`config.mk`:
```
export PLATFORM = sky130hd
export DESIGN_NAME = riscv_harness_ctrl
export DESIGN_NICKNAME = d
export VERILOG_FILES = /design/src/rtl/riscv_definitions.sv /design/src/rtl/harness_write_checker.sv /design/src/rtl/riscv_harness_ctrl.sv
export SDC_FILE = /design/constraint.sdc
export NUM_CORES = 1
export LEC_CHECK = 0
export BUFFER_PORTS_ARGS = -buffer_cell sky130_fd_sc_hd__buf_2
export CORE_MARGIN = 5
export CORE_UTILIZATION = 40
export DETAILED_ROUTE_END_ITERATION = 6
export PLACE_DENSITY = 0.64
export SETUP_SLACK_MARGIN = 0.15
export SKIP_LAST_GASP = 1
export SLEW_MARGIN = 20
export SYNTH_ARGS = -nofsm -noshare
export SYNTH_HDL_FRONTEND = slang
export SYNTH_SLANG_ARGS = --single-unit
```
`constraint.sdc`:
```
create_clock -name clk -period 5.3 [get_ports clk]
set_clock_uncertainty 0.2 [all_clocks]
set_input_delay 1.06 -clock clk [delete_from_list [all_inputs] [get_ports clk]]
set_output_delay 1.06 -clock clk [all_outputs]
set_load 0.03 [all_outputs]
```
`src/rtl/riscv_definitions.sv`:
```
// riscv_definitions: shared widths and enums for the RV32I bring-up harness
package riscv_definitions;
  localparam int XLEN = 32;
  typedef enum logic [2:0] {S_IDLE, S_LOAD, S_HOLD, S_RUN, S_PASS, S_FAIL, S_TIMEOUT} harness_state_t;
  typedef enum logic [1:0] {V_NONE, V_PASS, V_FAIL, V_TIMEOUT} verdict_t;
endpackage

```
`src/rtl/harness_write_checker.sv`:
```
// harness_write_checker: classifies one snooped data-memory write into a verdict
module harness_write_checker
  import riscv_definitions::*;
#(
  parameter int DATA_WIDTH = XLEN,
  parameter int ADDR_WIDTH = XLEN,
  parameter logic [ADDR_WIDTH-1:0] PASS_ADDR = ADDR_WIDTH'(100),
  parameter logic [DATA_WIDTH-1:0] PASS_DATA = DATA_WIDTH'(25),
  parameter logic [ADDR_WIDTH-1:0] SCRATCH_ADDR = ADDR_WIDTH'(96)
) (
  input  logic                  we,
  input  logic [ADDR_WIDTH-1:0] addr,
  input  logic [DATA_WIDTH-1:0] wdata,
  output verdict_t              verdict
);
  // a wrong value written to PASS_ADDR falls through to the fail rule
  assign verdict = !we ? V_NONE :
                   (addr == PASS_ADDR && wdata == PASS_DATA) ? V_PASS :
                   addr != SCRATCH_ADDR ? V_FAIL : V_NONE;
endmodule

```
`src/rtl/riscv_harness_ctrl.sv`:
```
// riscv_harness_ctrl: loads an image into imem, releases the core, and snoops dmem for a verdict
module riscv_harness_ctrl
  import riscv_definitions::*;
#(
  parameter int DATA_WIDTH = XLEN,
  parameter int ADDR_WIDTH = XLEN,
  parameter int LOAD_WORDS = 32,
  parameter int RESET_HOLD = 2,
  parameter int TIMEOUT_CYCLES = 1200,
  parameter logic [ADDR_WIDTH-1:0] PASS_ADDR = ADDR_WIDTH'(100),
  parameter logic [DATA_WIDTH-1:0] PASS_DATA = DATA_WIDTH'(25),
  parameter logic [ADDR_WIDTH-1:0] SCRATCH_ADDR = ADDR_WIDTH'(96)
) (
  input  logic                  clk,
  input  logic                  rst_n,
  input  logic                  i_start,
  input  logic                  i_ld_valid,
  input  logic [DATA_WIDTH-1:0] i_ld_data,
  output logic                  o_ld_ready,
  output logic                  o_imem_sel,
  output logic                  o_imem_we,
  output logic [ADDR_WIDTH-1:0] o_imem_addr,
  output logic [DATA_WIDTH-1:0] o_imem_wdata,
  output logic [3:0]            o_imem_ctrl,
  output logic                  o_core_rst_n,
  input  logic                  i_dmem_we,
  input  logic [ADDR_WIDTH-1:0] i_dmem_addr,
  input  logic [DATA_WIDTH-1:0] i_dmem_wdata,
  output logic                  o_done,
  output logic                  o_pass,
  output logic                  o_fail,
  output logic                  o_timeout,
  output logic [ADDR_WIDTH-1:0] o_fail_addr,
  output logic [31:0]           o_cycles
);
  harness_state_t state, nxt;
  verdict_t verdict;
  logic [31:0] wcnt, hold_cnt;
  logic accept, restart;

  harness_write_checker #(
    .DATA_WIDTH(DATA_WIDTH), .ADDR_WIDTH(ADDR_WIDTH),
    .PASS_ADDR(PASS_ADDR), .PASS_DATA(PASS_DATA), .SCRATCH_ADDR(SCRATCH_ADDR)
  ) u_chk (
    .we(i_dmem_we), .addr(i_dmem_addr), .wdata(i_dmem_wdata), .verdict(verdict)
  );

  assign accept  = state == S_LOAD && i_ld_valid;
  assign restart = nxt == S_LOAD && state != S_LOAD;

  always_comb begin
    nxt = state;
    case (state)
      S_IDLE:  nxt = i_start ? S_LOAD : S_IDLE;
      S_LOAD:  nxt = (accept && wcnt == 32'(LOAD_WORDS - 1)) ? S_HOLD : S_LOAD;
      S_HOLD:  nxt = hold_cnt == 32'(RESET_HOLD) ? S_RUN : S_HOLD;
      S_RUN:   nxt = verdict == V_PASS ? S_PASS :
                     verdict == V_FAIL ? S_FAIL :
                     o_cycles == 32'(TIMEOUT_CYCLES - 1) ? S_TIMEOUT : S_RUN;
      default: nxt = i_start ? S_LOAD : state;
    endcase
  end

  always_ff @(posedge clk or negedge rst_n) begin
    if (!rst_n) begin
      state        <= S_IDLE;
      wcnt         <= '0;
      hold_cnt     <= '0;
      o_imem_we    <= 1'b0;
      o_imem_addr  <= '0;
      o_imem_wdata <= '0;
      o_fail_addr  <= '0;
      o_cycles     <= '0;
    end else begin
      state     <= nxt;
      o_imem_we <= accept;
      hold_cnt  <= state == S_HOLD ? hold_cnt + 32'd1 : '0;
      if (accept) begin
        o_imem_addr  <= ADDR_WIDTH'(wcnt);
        o_imem_wdata <= i_ld_data;
        wcnt         <= wcnt + 32'd1;
      end
      if (state == S_RUN && nxt == S_RUN && o_cycles != '1) o_cycles <= o_cycles + 32'd1;
      if (state == S_RUN && nxt == S_FAIL) o_fail_addr <= i_dmem_addr;
      if (restart) begin
        wcnt        <= '0;
        o_cycles    <= '0;
        o_fail_addr <= '0;
      end
    end
  end

  // the last image write lands in the first HOLD cycle, so the port is released one cycle later
  assign o_imem_sel   = !(state == S_RUN || (state == S_HOLD && !o_imem_we));
  assign o_imem_ctrl  = {4{o_imem_we}};
  assign o_ld_ready   = state == S_LOAD;
  assign o_core_rst_n = state == S_RUN;
  assign o_pass       = state == S_PASS;
  assign o_fail       = state == S_FAIL;
  assign o_timeout    = state == S_TIMEOUT;
  assign o_done       = o_pass | o_fail | o_timeout;
endmodule

```
==> results of run 1 <==
[tightest hold or removal path: stages, from the launching register on]
cell,delay [ns]
dfrtp_1,0.34
nand2_1,0.05
nand2_1,0.05
[logic make-up after synthesis]
group | Yosys count | synth area share, %
mux | 2 | 0.2118
flops | 196 | 51.88
xor+xnor | 63 | 5.836
simple gates | 535 | 26.67
compound gates | 140 | 10.39
fa+ha+maj | 4 | 0.5294
buf+inv | 101 | 4.487
[layer usage]
metal / wire (um) / up-vias
li1: - / 4034
met1: 11950 / 4056
met2: 11830 / 213
met3: 1237 / 20
met4: 302 / 0
met5: 0 / -
[layout make-up]
type | instances | area share, %
multi-input combinational | 744 | 36.30
clock inverter | 11 | 0.6628
timing repair buffer | 253 | 11.64
sequential | 196 | 42.59
clock buffer | 20 | 3.966
tap | 319 | 3.466
inverter | 42 | 1.380
[through the flow]
step	worst slack, ns	cell area [um^2]	power (mW)	instances
floorplan	2.208	9454	2.739	1041
global placement	1.578	10950	3.171	1553
detailed placement	1.480	10950	3.192	1553
CTS	1.793	11490	4.396	1584
global route	1.505	11520	4.587	1585
finish	1.843	11520	4.350	1585
[Yosys cell counts (2+ instances only)]
cell type / count / area share, %
ha_1: 4 / 0.53
xor2_1: 46 / 4.3
nor4bb_1: 3 / 0.32
clkbuf_1: 33 / 1.3
nand2b_1: 2 / 0.13
a22oi_1: 25 / 2.0
or3_1: 21 / 1.4
nand3_1: 34 / 1.8
xnor2_1: 17 / 1.6
buf_2: 15 / 0.79
buf_4: 5 / 0.40
or4_1: 13 / 1.0
or2_2: 4 / 0.26
nor4_1: 32 / 2.1
inv_1: 42 / 1.7
o221ai_1: 32 / 3.0
nor2b_1: 3 / 0.20
and4_1: 11 / 1.0
a21oi_1: 39 / 2.1
o21ai_0: 21 / 1.1
dfrtp_1: 196 / 52
nor4b_1: 4 / 0.37
and3_1: 11 / 0.73
o31a_1: 2 / 0.19
nand2_1: 294 / 12
nor3_1: 9 / 0.48
nor3b_1: 2 / 0.16
o31ai_1: 8 / 0.64
and3b_1: 3 / 0.28
nand4_1: 30 / 2.0
mux2i_1: 2 / 0.21
and2_1: 4 / 0.26
buf_1: 5 / 0.20
nor2_1: 50 / 2.0
[layout by cell type, fill, tap and decap left out, drive strengths merged, types with 21 or more instances in the layout]
master	synthesis	routed
a21oi	40	40
a22oi	26	26
buf	26	252
clkbuf	33	21
dfrtp	196	196
inv	42	44
nand2	294	294
nand3	34	34
nand4	30	30
nor2	50	50
nor4	32	32
o21ai	22	22
o221ai	32	32
or3	21	21
xor2	46	46
[worst max-delay path by stage]
stage	depth (start not counted)	slack (ns)	from	end
5_1_grt	6	1.50	state[2]$_DFF_PN0_	wcnt[4]$_DFFE_PN0P_
3_3_place_gp	8	1.58	i_dmem_addr[13]	o_cycles[27]$_DFFE_PN0P_
6_report	4	1.84	state[2]$_DFF_PN0_	o_imem_sel
2_1_floorplan	7	2.21	i_dmem_addr[13]	o_cycles[29]$_DFFE_PN0P_
4_1_cts	4	1.79	state[2]$_DFF_PN0_	o_imem_sel
3_5_place_dp	8	1.48	i_dmem_addr[12]	o_cycles[30]$_DFFE_PN0P_
[flip-flops by register name (all words and copies together), names as in the netlist]
| register | count |
|---|---|
| o_imem_we | 1 |
| o_cycles | 32 |
| o_imem_addr | 32 |
| state | 3 |
| o_fail_addr | 32 |
| hold_cnt | 32 |
| wcnt | 32 |
| o_imem_wdata | 32 |
[power groups by stage]
| stage | logic, mW | registers [mW] | clock network (mW) |
|---|---|---|---|
| 3_5_place_dp | 1.28 | 1.92 | 0 |
| 6_report | 1.26 | 1.89 | 1.19 |
| 2_1_floorplan | 0.458 | 2.28 | 0 |
| 4_1_cts | 1.28 | 1.89 | 1.23 |
| 3_3_place_gp | 1.26 | 1.91 | 0 |
| 5_1_grt | 1.37 | 1.92 | 1.30 |
==> impl_summary.txt, run 1 <==
----------------------------------------------------
[Synth]
  Count of flip-flops with a built-in enable after synthesis ... 0
  Area of the mapped netlist ... 0.009454 mm^2
  Number of synthesized register bits ... 196
  Primary FF master, synth ... dfrtp_1
  Library cells used by synthesis ... 53
  Mapped Avg Cell Area ... 9.082 um^2
  YS warnings ... 0
  Net count after synthesis ... 1146
  Count of mapped cells out of synthesis ... 1041
  Share of synthesized registers carrying an async set or reset ... 100.0%
  Sequential share of the synthesized area ... between 50% and 60%

[Timing]
  Remaining max-slew budget at the tightest pin ... 39.73%
  Setup repair after global routing missed its margin ... false
  Number of setup violations in the final report ... 0
  Sum Neg Setup Slack ... 0 ns
  Shortest period the worst path allows ... ~3.5 ns
  Number of hold-slack violations in the final timing report ... 0
  Slew of the pin with the lowest slew margin ... 0.9030 ns
  Fin. max-slew vios ... 0
  Crit share post-route ... 65.23%
  Worst hold-check slack ... roughly 0.27 ns
  Max Clk Rate ... between 200 and 300 MHz

[Setup path]
  Critical Path Fanout Max ... 13
  CP Class ... flip-flop to output port
  Category of the worst setup path capture point ... output port
  Register-to-register setup slack ... between 1.5 and 2 ns
  Required time of the critical path ... 4.04 ns
  Largest stage delay on the critical path ... 0.66 ns
  Highest-delay cell along the critical path ... or2_0
  Cells along the critical path ... or2_0 > inv_1 > nor2_1 > buf_2
  Setup crit start kind ... flip-flop
  Crit path buffers/inverters ... 2
  Arrival time of data at the critical path endpoint ... 2.20 ns
  R2r startpoint ... state[2]$_DFF_PN0_
  FF-to-FF End ... wcnt[3]$_DFFE_PN0P_
  Kind of cell adding the most delay to the critical path ... simple AND/OR/NAND/NOR gates
  R2R cell count ... 6

[Detailed routing]
  Total iterations of the first detailed-routing run ... 5
  Wire length per cell ... 15.97 um
  Routed via count ... about 8.3k
  DRC marker count from the first detailed-route iteration ... 637
  Drt via density ... 5.251
  Sum of routed wire length over all layers ... between 20000 and 30000 um
  Antenna Violating Nets Remaining ... 0
  Residual DRC ... 0

[Finish]
  Count of nets after finishing ... 1359
  Syn-to-layout area delta ... 21.81%
  Area taken by multi-input logic gates ... around 0.0042 mm^2
  Count of filler cells inserted in the layout ... 2289
  Sequential cell area ... between 0.004 and 0.005 mm^2
  Layout cell share with drive strength beyond 1 ... 23.70%
  Number of antenna diodes ... 0
  Final Util ... about 49%

[Power and ir drop]
  Cell internal power dissipation ... 2.688 mW
  Power share of the sequential group ... 43.5%
  Net Sw Frac ... 38.19%
  Leak Pwr ... 5.816 nW
  Combinational power share ... 29.1%
  Share of total power in the clock network ... 27.5%
  Worst vdd rail ir drop ... 198.6 uV
  Ratio of total power to cell area ... 377.7 mW/mm^2
  Switching power total ... 1.661 mW

[Floorplan]
  Vertical extent of the die ... 163.7 um
  Count of standard-cell rows ... 56
  Total Die Area ... 0.02681 mm^2
  Io pins ... 241
  Starting density of the core ... 40.40%
  Placeable core region ... 0.02340 mm^2
  Die Wd ... 163.7 um

[Clocking]
  Post-cts sizing count ... 0
  Total clock buffers created by CTS ... 17
  CTS H-Tree Depth ... 4
  Worst-Skew Late Latency ... approximately 0.42 ns
  TritonCTS clock tree ... yes
  Maximum buffer depth of the clock tree ... 2
  Clk Tree Root Cell ... clkbuf_16
  Clock transition at path regs ... 0.07 ns
  Hold buffer count at cts ... 0
  Number of sinks on the clock net ... 196
  Post-CTS setup buffer count ... 0

[Hold path]
  Hold Path Sink ... o_imem_addr[3]$_DFFE_PN0P_
  Hold Path Depth ... 2
  Launch point of the worst hold path ... o_imem_addr[3]$_DFFE_PN0P_
  Type of the most critical hold path ... flip-flop to flip-flop

[Place]
  Detailed placement HPWL ... 17270 um
  PortBufs ... 240
  Global placement routability congestion ... 0.8912

[GRT]
  Met3 track utilization from global routing ... 3.036%
  Largest net degree at the start of global routing ... 119
  Busiest grt layer ... met2
  Global Route met1 Usage ... about 28%
  First-pass GRT wire length ... roughly 41000 um
  Met2 usage in global routing ... between 20% and 30%
  Number of antenna violations at the first check in global routing ... 0
  Total track usage ... 18.84%
  Vias in the first global route ... 7892
  Sum of overflow across all layers after global routing ... 0

[Run status]
  Status ... complete, no violations

[Run]
  Number of violations of the max-capacitance limit ... 0

----------------------------------------------------
No activity file was read; power rests on OpenSTA's default activity.
==> run 2: changes to the inputs <==
--- a/config.mk
+++ b/config.mk
@@ -9,7 +9,7 @@
 export CORE_MARGIN = 5
 export CORE_UTILIZATION = 40
 export DETAILED_ROUTE_END_ITERATION = 6
-export PLACE_DENSITY = 0.64
+export PLACE_DENSITY = 0.66
 export SETUP_SLACK_MARGIN = 0.15
 export SKIP_LAST_GASP = 1
 export SLEW_MARGIN = 20
==> constraint.sdc (replaced) <==
create_clock -name clk -period 3.11 [get_ports clk]
set_clock_uncertainty 0.2 [all_clocks]
set_input_delay 0.622 -clock clk [delete_from_list [all_inputs] [get_ports clk]]
set_output_delay 0.622 -clock clk [all_outputs]
set_load 0.03 [all_outputs]
==> run 2 against run 1 <==
Against the previous run: sequential cell count unchanged; combinational power increased by 82%; largest cell class unchanged; power increased by 76%; utilization increased by 1.8 points; die area unchanged; largest power group unchanged.
==> impl_summary.txt, run 2 (synthesized netlist as in run 1, its figures left out) <==
----------------------------------------------------
[Clocking]
  Maximum buffer depth of the clock tree ... 2 (unchanged)
  TritonCTS clock tree ... yes (unchanged)
  Hold buffer count at cts ... 0 (unchanged)
  Total clock buffers created by CTS ... 17 (unchanged)
  Clock transition at path regs ... 0.07 ns (about the same)
  Clk Tree Root Cell ... clkbuf_16 (unchanged)
  Worst-Skew Late Latency ... 0.43 ns (was 0.42 ns)
  CTS H-Tree Depth ... 4 (unchanged)
  Number of sinks on the clock net ... 196 (unchanged)

[Finish]
  Count of filler cells inserted in the layout ... 2245 (was 2289)
  Count of nets after finishing ... 1395 (was 1359)
  Finished layout cell area ... 0.01193 mm^2 (was 0.01152 mm^2)
  Most frequent standard cell in the layout excluding fill and tap cells ... nand2_1 (unchanged)
  Syn-to-layout area delta ... 26.15% (was 21.81%)
  Most used cells in the layout excluding fill and tap cells ... nand2_1 (294), buf_2 (239), dfrtp_1 (196) (unchanged)
  Layout cell share with drive strength beyond 1 ... 25.94% (was 23.70%)

[Power and ir drop]
  Share of total power in the clock network ... 27.9% (was 27.5%)
  Cell internal power dissipation ... 4.710 mW (was 2.688 mW)
  Power share of the sequential group ... 42.0% (was 43.5%)
  Net Sw Frac ... 38.32% (was 38.19%)
  Switching power total ... 2.926 mW (was 1.661 mW)
  Ratio of total power to cell area ... 640.3 mW/mm^2 (was 377.7 mW/mm^2)
  Worst vdd rail ir drop ... 358.2 uV (was 198.6 uV)
  Combinational power share ... 30.0% (was 29.1%)
  Leak Pwr ... 6.042 nW (was 5.816 nW)

[GRT]
  Largest net degree at the start of global routing ... 76 (was 119)
  Total track usage ... 19.04% (was 18.84%)
  Vias in the first global route ... 8080 (was 7892)
  First-pass GRT wire length ... 41810 um (was 41370 um)
  Sum of overflow across all layers after global routing ... 0 (unchanged)
  Number of antenna violations at the first check in global routing ... 1 (was 0)

[Place]
  Detailed placement HPWL ... 18460 um (was 17270 um)
  Post-DP Area ... 0.01136 mm^2 (was 0.01095 mm^2)
  PortBufs ... 240 (unchanged)
  Global placement routability congestion ... 0.8845 (was 0.8912)

[Detailed routing]
  Routed metal-1 wirelength ... 12080 um (was 11950 um)
  Met3 wire length ... 1295 um (was 1237 um)
  Routed via count ... 8462 (was 8323)
  Routed wire length on met2 ... 11870 um (was 11830 um)
  Wire length per cell ... 15.80 um (was 15.97 um)
  Sum of routed wire length over all layers ... 25650 um (was 25320 um)
  Antenna Violating Nets Remaining ... 0 (unchanged)
  Highest routing layer actually used ... met4 (unchanged)
  Total iterations of the first detailed-routing run ... 5 (unchanged)
  Drt via density ... 5.214 (was 5.251)
  Residual DRC ... 0 (unchanged)
  DRC marker count from the first detailed-route iteration ... 619 (was 637)

[Timing]
  Shortest period the worst path allows ... 2.773 ns
  Max Clk Rate ... 360.7 MHz
  Number of hold-slack violations in the final timing report ... 0 (unchanged)
  Remaining max-slew budget at the tightest pin ... 55.41% (was 39.73%)
  Worst hold-check slack ... 0.004208 ns (was 0.2682 ns)
  Fin. max-slew vios ... 0 (unchanged)
  Crit share post-route ... 89.15%
  Number of setup violations in the final report ... 0 (unchanged)
  Slew of the pin with the lowest slew margin ... 0.6689 ns (was 0.9030 ns)
  Setup repair after global routing missed its margin ... false (unchanged)
  Sum Neg Setup Slack ... 0 ns (unchanged)

[Setup path]
  Category of the worst setup path capture point ... flip-flop (was output port)
  Setup crit start kind ... flip-flop (unchanged)
  CP Class ... flip-flop to flip-flop (was flip-flop to output port)
  Arrival time of data at the critical path endpoint ... 2.86 ns (was 2.20 ns)
  Required time of the critical path ... 3.20 ns (was 4.04 ns)
  Critical Path Fanout Max ... 32 (was 13)

[Floorplan]
  Vertical extent of the die ... 163.7 um (unchanged)
  Io pins ... 241 (unchanged)
  Starting density of the core ... 40.40% (unchanged)
  Placeable core region ... 0.02340 mm^2 (unchanged)
  Die Wd ... 163.7 um (unchanged)
  Total Die Area ... 0.02681 mm^2 (unchanged)
  Count of standard-cell rows ... 56 (unchanged)

[Run status]
  Status ... complete, no violations (unchanged)

[Run]
  Number of violations of the max-capacitance limit ... 0 (unchanged)

[Hold path]
  Type of the most critical hold path ... primary input to async pin (was flip-flop to flip-flop)

----------------------------------------------------
==> run 2: changes by cell type in the layout (fill, tap and decap cells not counted), sizes merged <==
cell	delta
buf	+36
clkinvlp	+2
clkbuf	-1
inv	+6
diode	+1
clkinv	-6
==> run 2: power by group through the flow <==
| stage | logic (mW) | registers (mW) | clock network [mW] |
|---|---|---|---|
| final | 2.29 | 3.21 | 2.13 |
| after global routing | 2.47 | 3.26 | 2.29 |
| after CTS | 2.31 | 3.21 | 2.20 |
| after detailed placement | 2.31 | 3.26 | 0 |
| after global placement | 2.28 | 3.24 | 0 |
| after floorplan | 0.781 | 3.89 | 0 |
==> run 2: routing by layer <==
layer | vias to the layer above | track usage, %
met3 | 30 | 3.614
met5 | - | 0
met4 | 0 | 5.223
met1 | 4098 | 27.27
li1 | 4111 | -
met2 | 223 | 29.78
==> run 2: final cells by class <==
| cell class | instances | area [um^2] | share of cell area, % |
|---|---|---|---|
| clock buffers | 19 | 452.9 | 3.798 |
| inverters | 42 | 157.7 | 1.322 |
| diodes | 1 | 2.502 | 0.02098 |
| well taps | 319 | 399.1 | 3.347 |
| flip-flops and latches | 196 | 4905 | 41.12 |
| repair buffers | 289 | 1719 | 14.41 |
| multi-input cells | 744 | 4180 | 35.05 |
| clock inverters | 13 | 110.1 | 0.9232 |
==> run 2: per-stage QoR <==
stage,total power [mW],util [%],setup WS (ns),cells
final,7.636,50.96,0.3373,1623
after global routing,8.023,50.96,0.1540,1623
after CTS,7.718,50.94,0.2373,1622
after detailed placement,5.565,48.53,0.1078,1590
after global placement,5.517,48.53,0.1305,1590
after floorplan,4.668,-,0.4562,1041
==> run 2: repair_timing <==
| item | CTS | global route |
|---|---|---|
| hold endpoints to repair | 0 | 0 |
| setup endpoints to repair | 0 | 31 |
| gates resized for setup | 0 | 1 |
| buffers inserted | 0 | 0 |
==> run 2: final timing paths <==
kind	start	slack (ns)	depth (start not counted)	endpoint
max reg2reg	wcnt[7]$_DFFE_PN0P_	0.34	7	o_fail_addr[23]$_DFFE_PN0P_
max in group asynchronous	rst_n	1.97	2	wcnt[6]$_DFFE_PN0P_
min reg2reg	o_imem_wdata[23]$_DFFE_PN0P_	0.27	2	o_imem_wdata[23]$_DFFE_PN0P_
max	wcnt[7]$_DFFE_PN0P_	0.34	7	o_fail_addr[23]$_DFFE_PN0P_
min in group clk	i_ld_data[9]	0.18	3	o_imem_wdata[9]$_DFFE_PN0P_
min	rst_n	0.004	1	o_fail_addr[9]$_DFFE_PN0P_
==> run 2: worst max-delay path, cell delays in order (launching register included) <==
cell and delay [ns]:
dfrtp_1 0.45, or4_1 0.54, nor2_1 0.11, nand4_1 0.31, a211oi_4 0.45, a211o_1 0.23, buf_12 0.20, o221ai_1 0.14
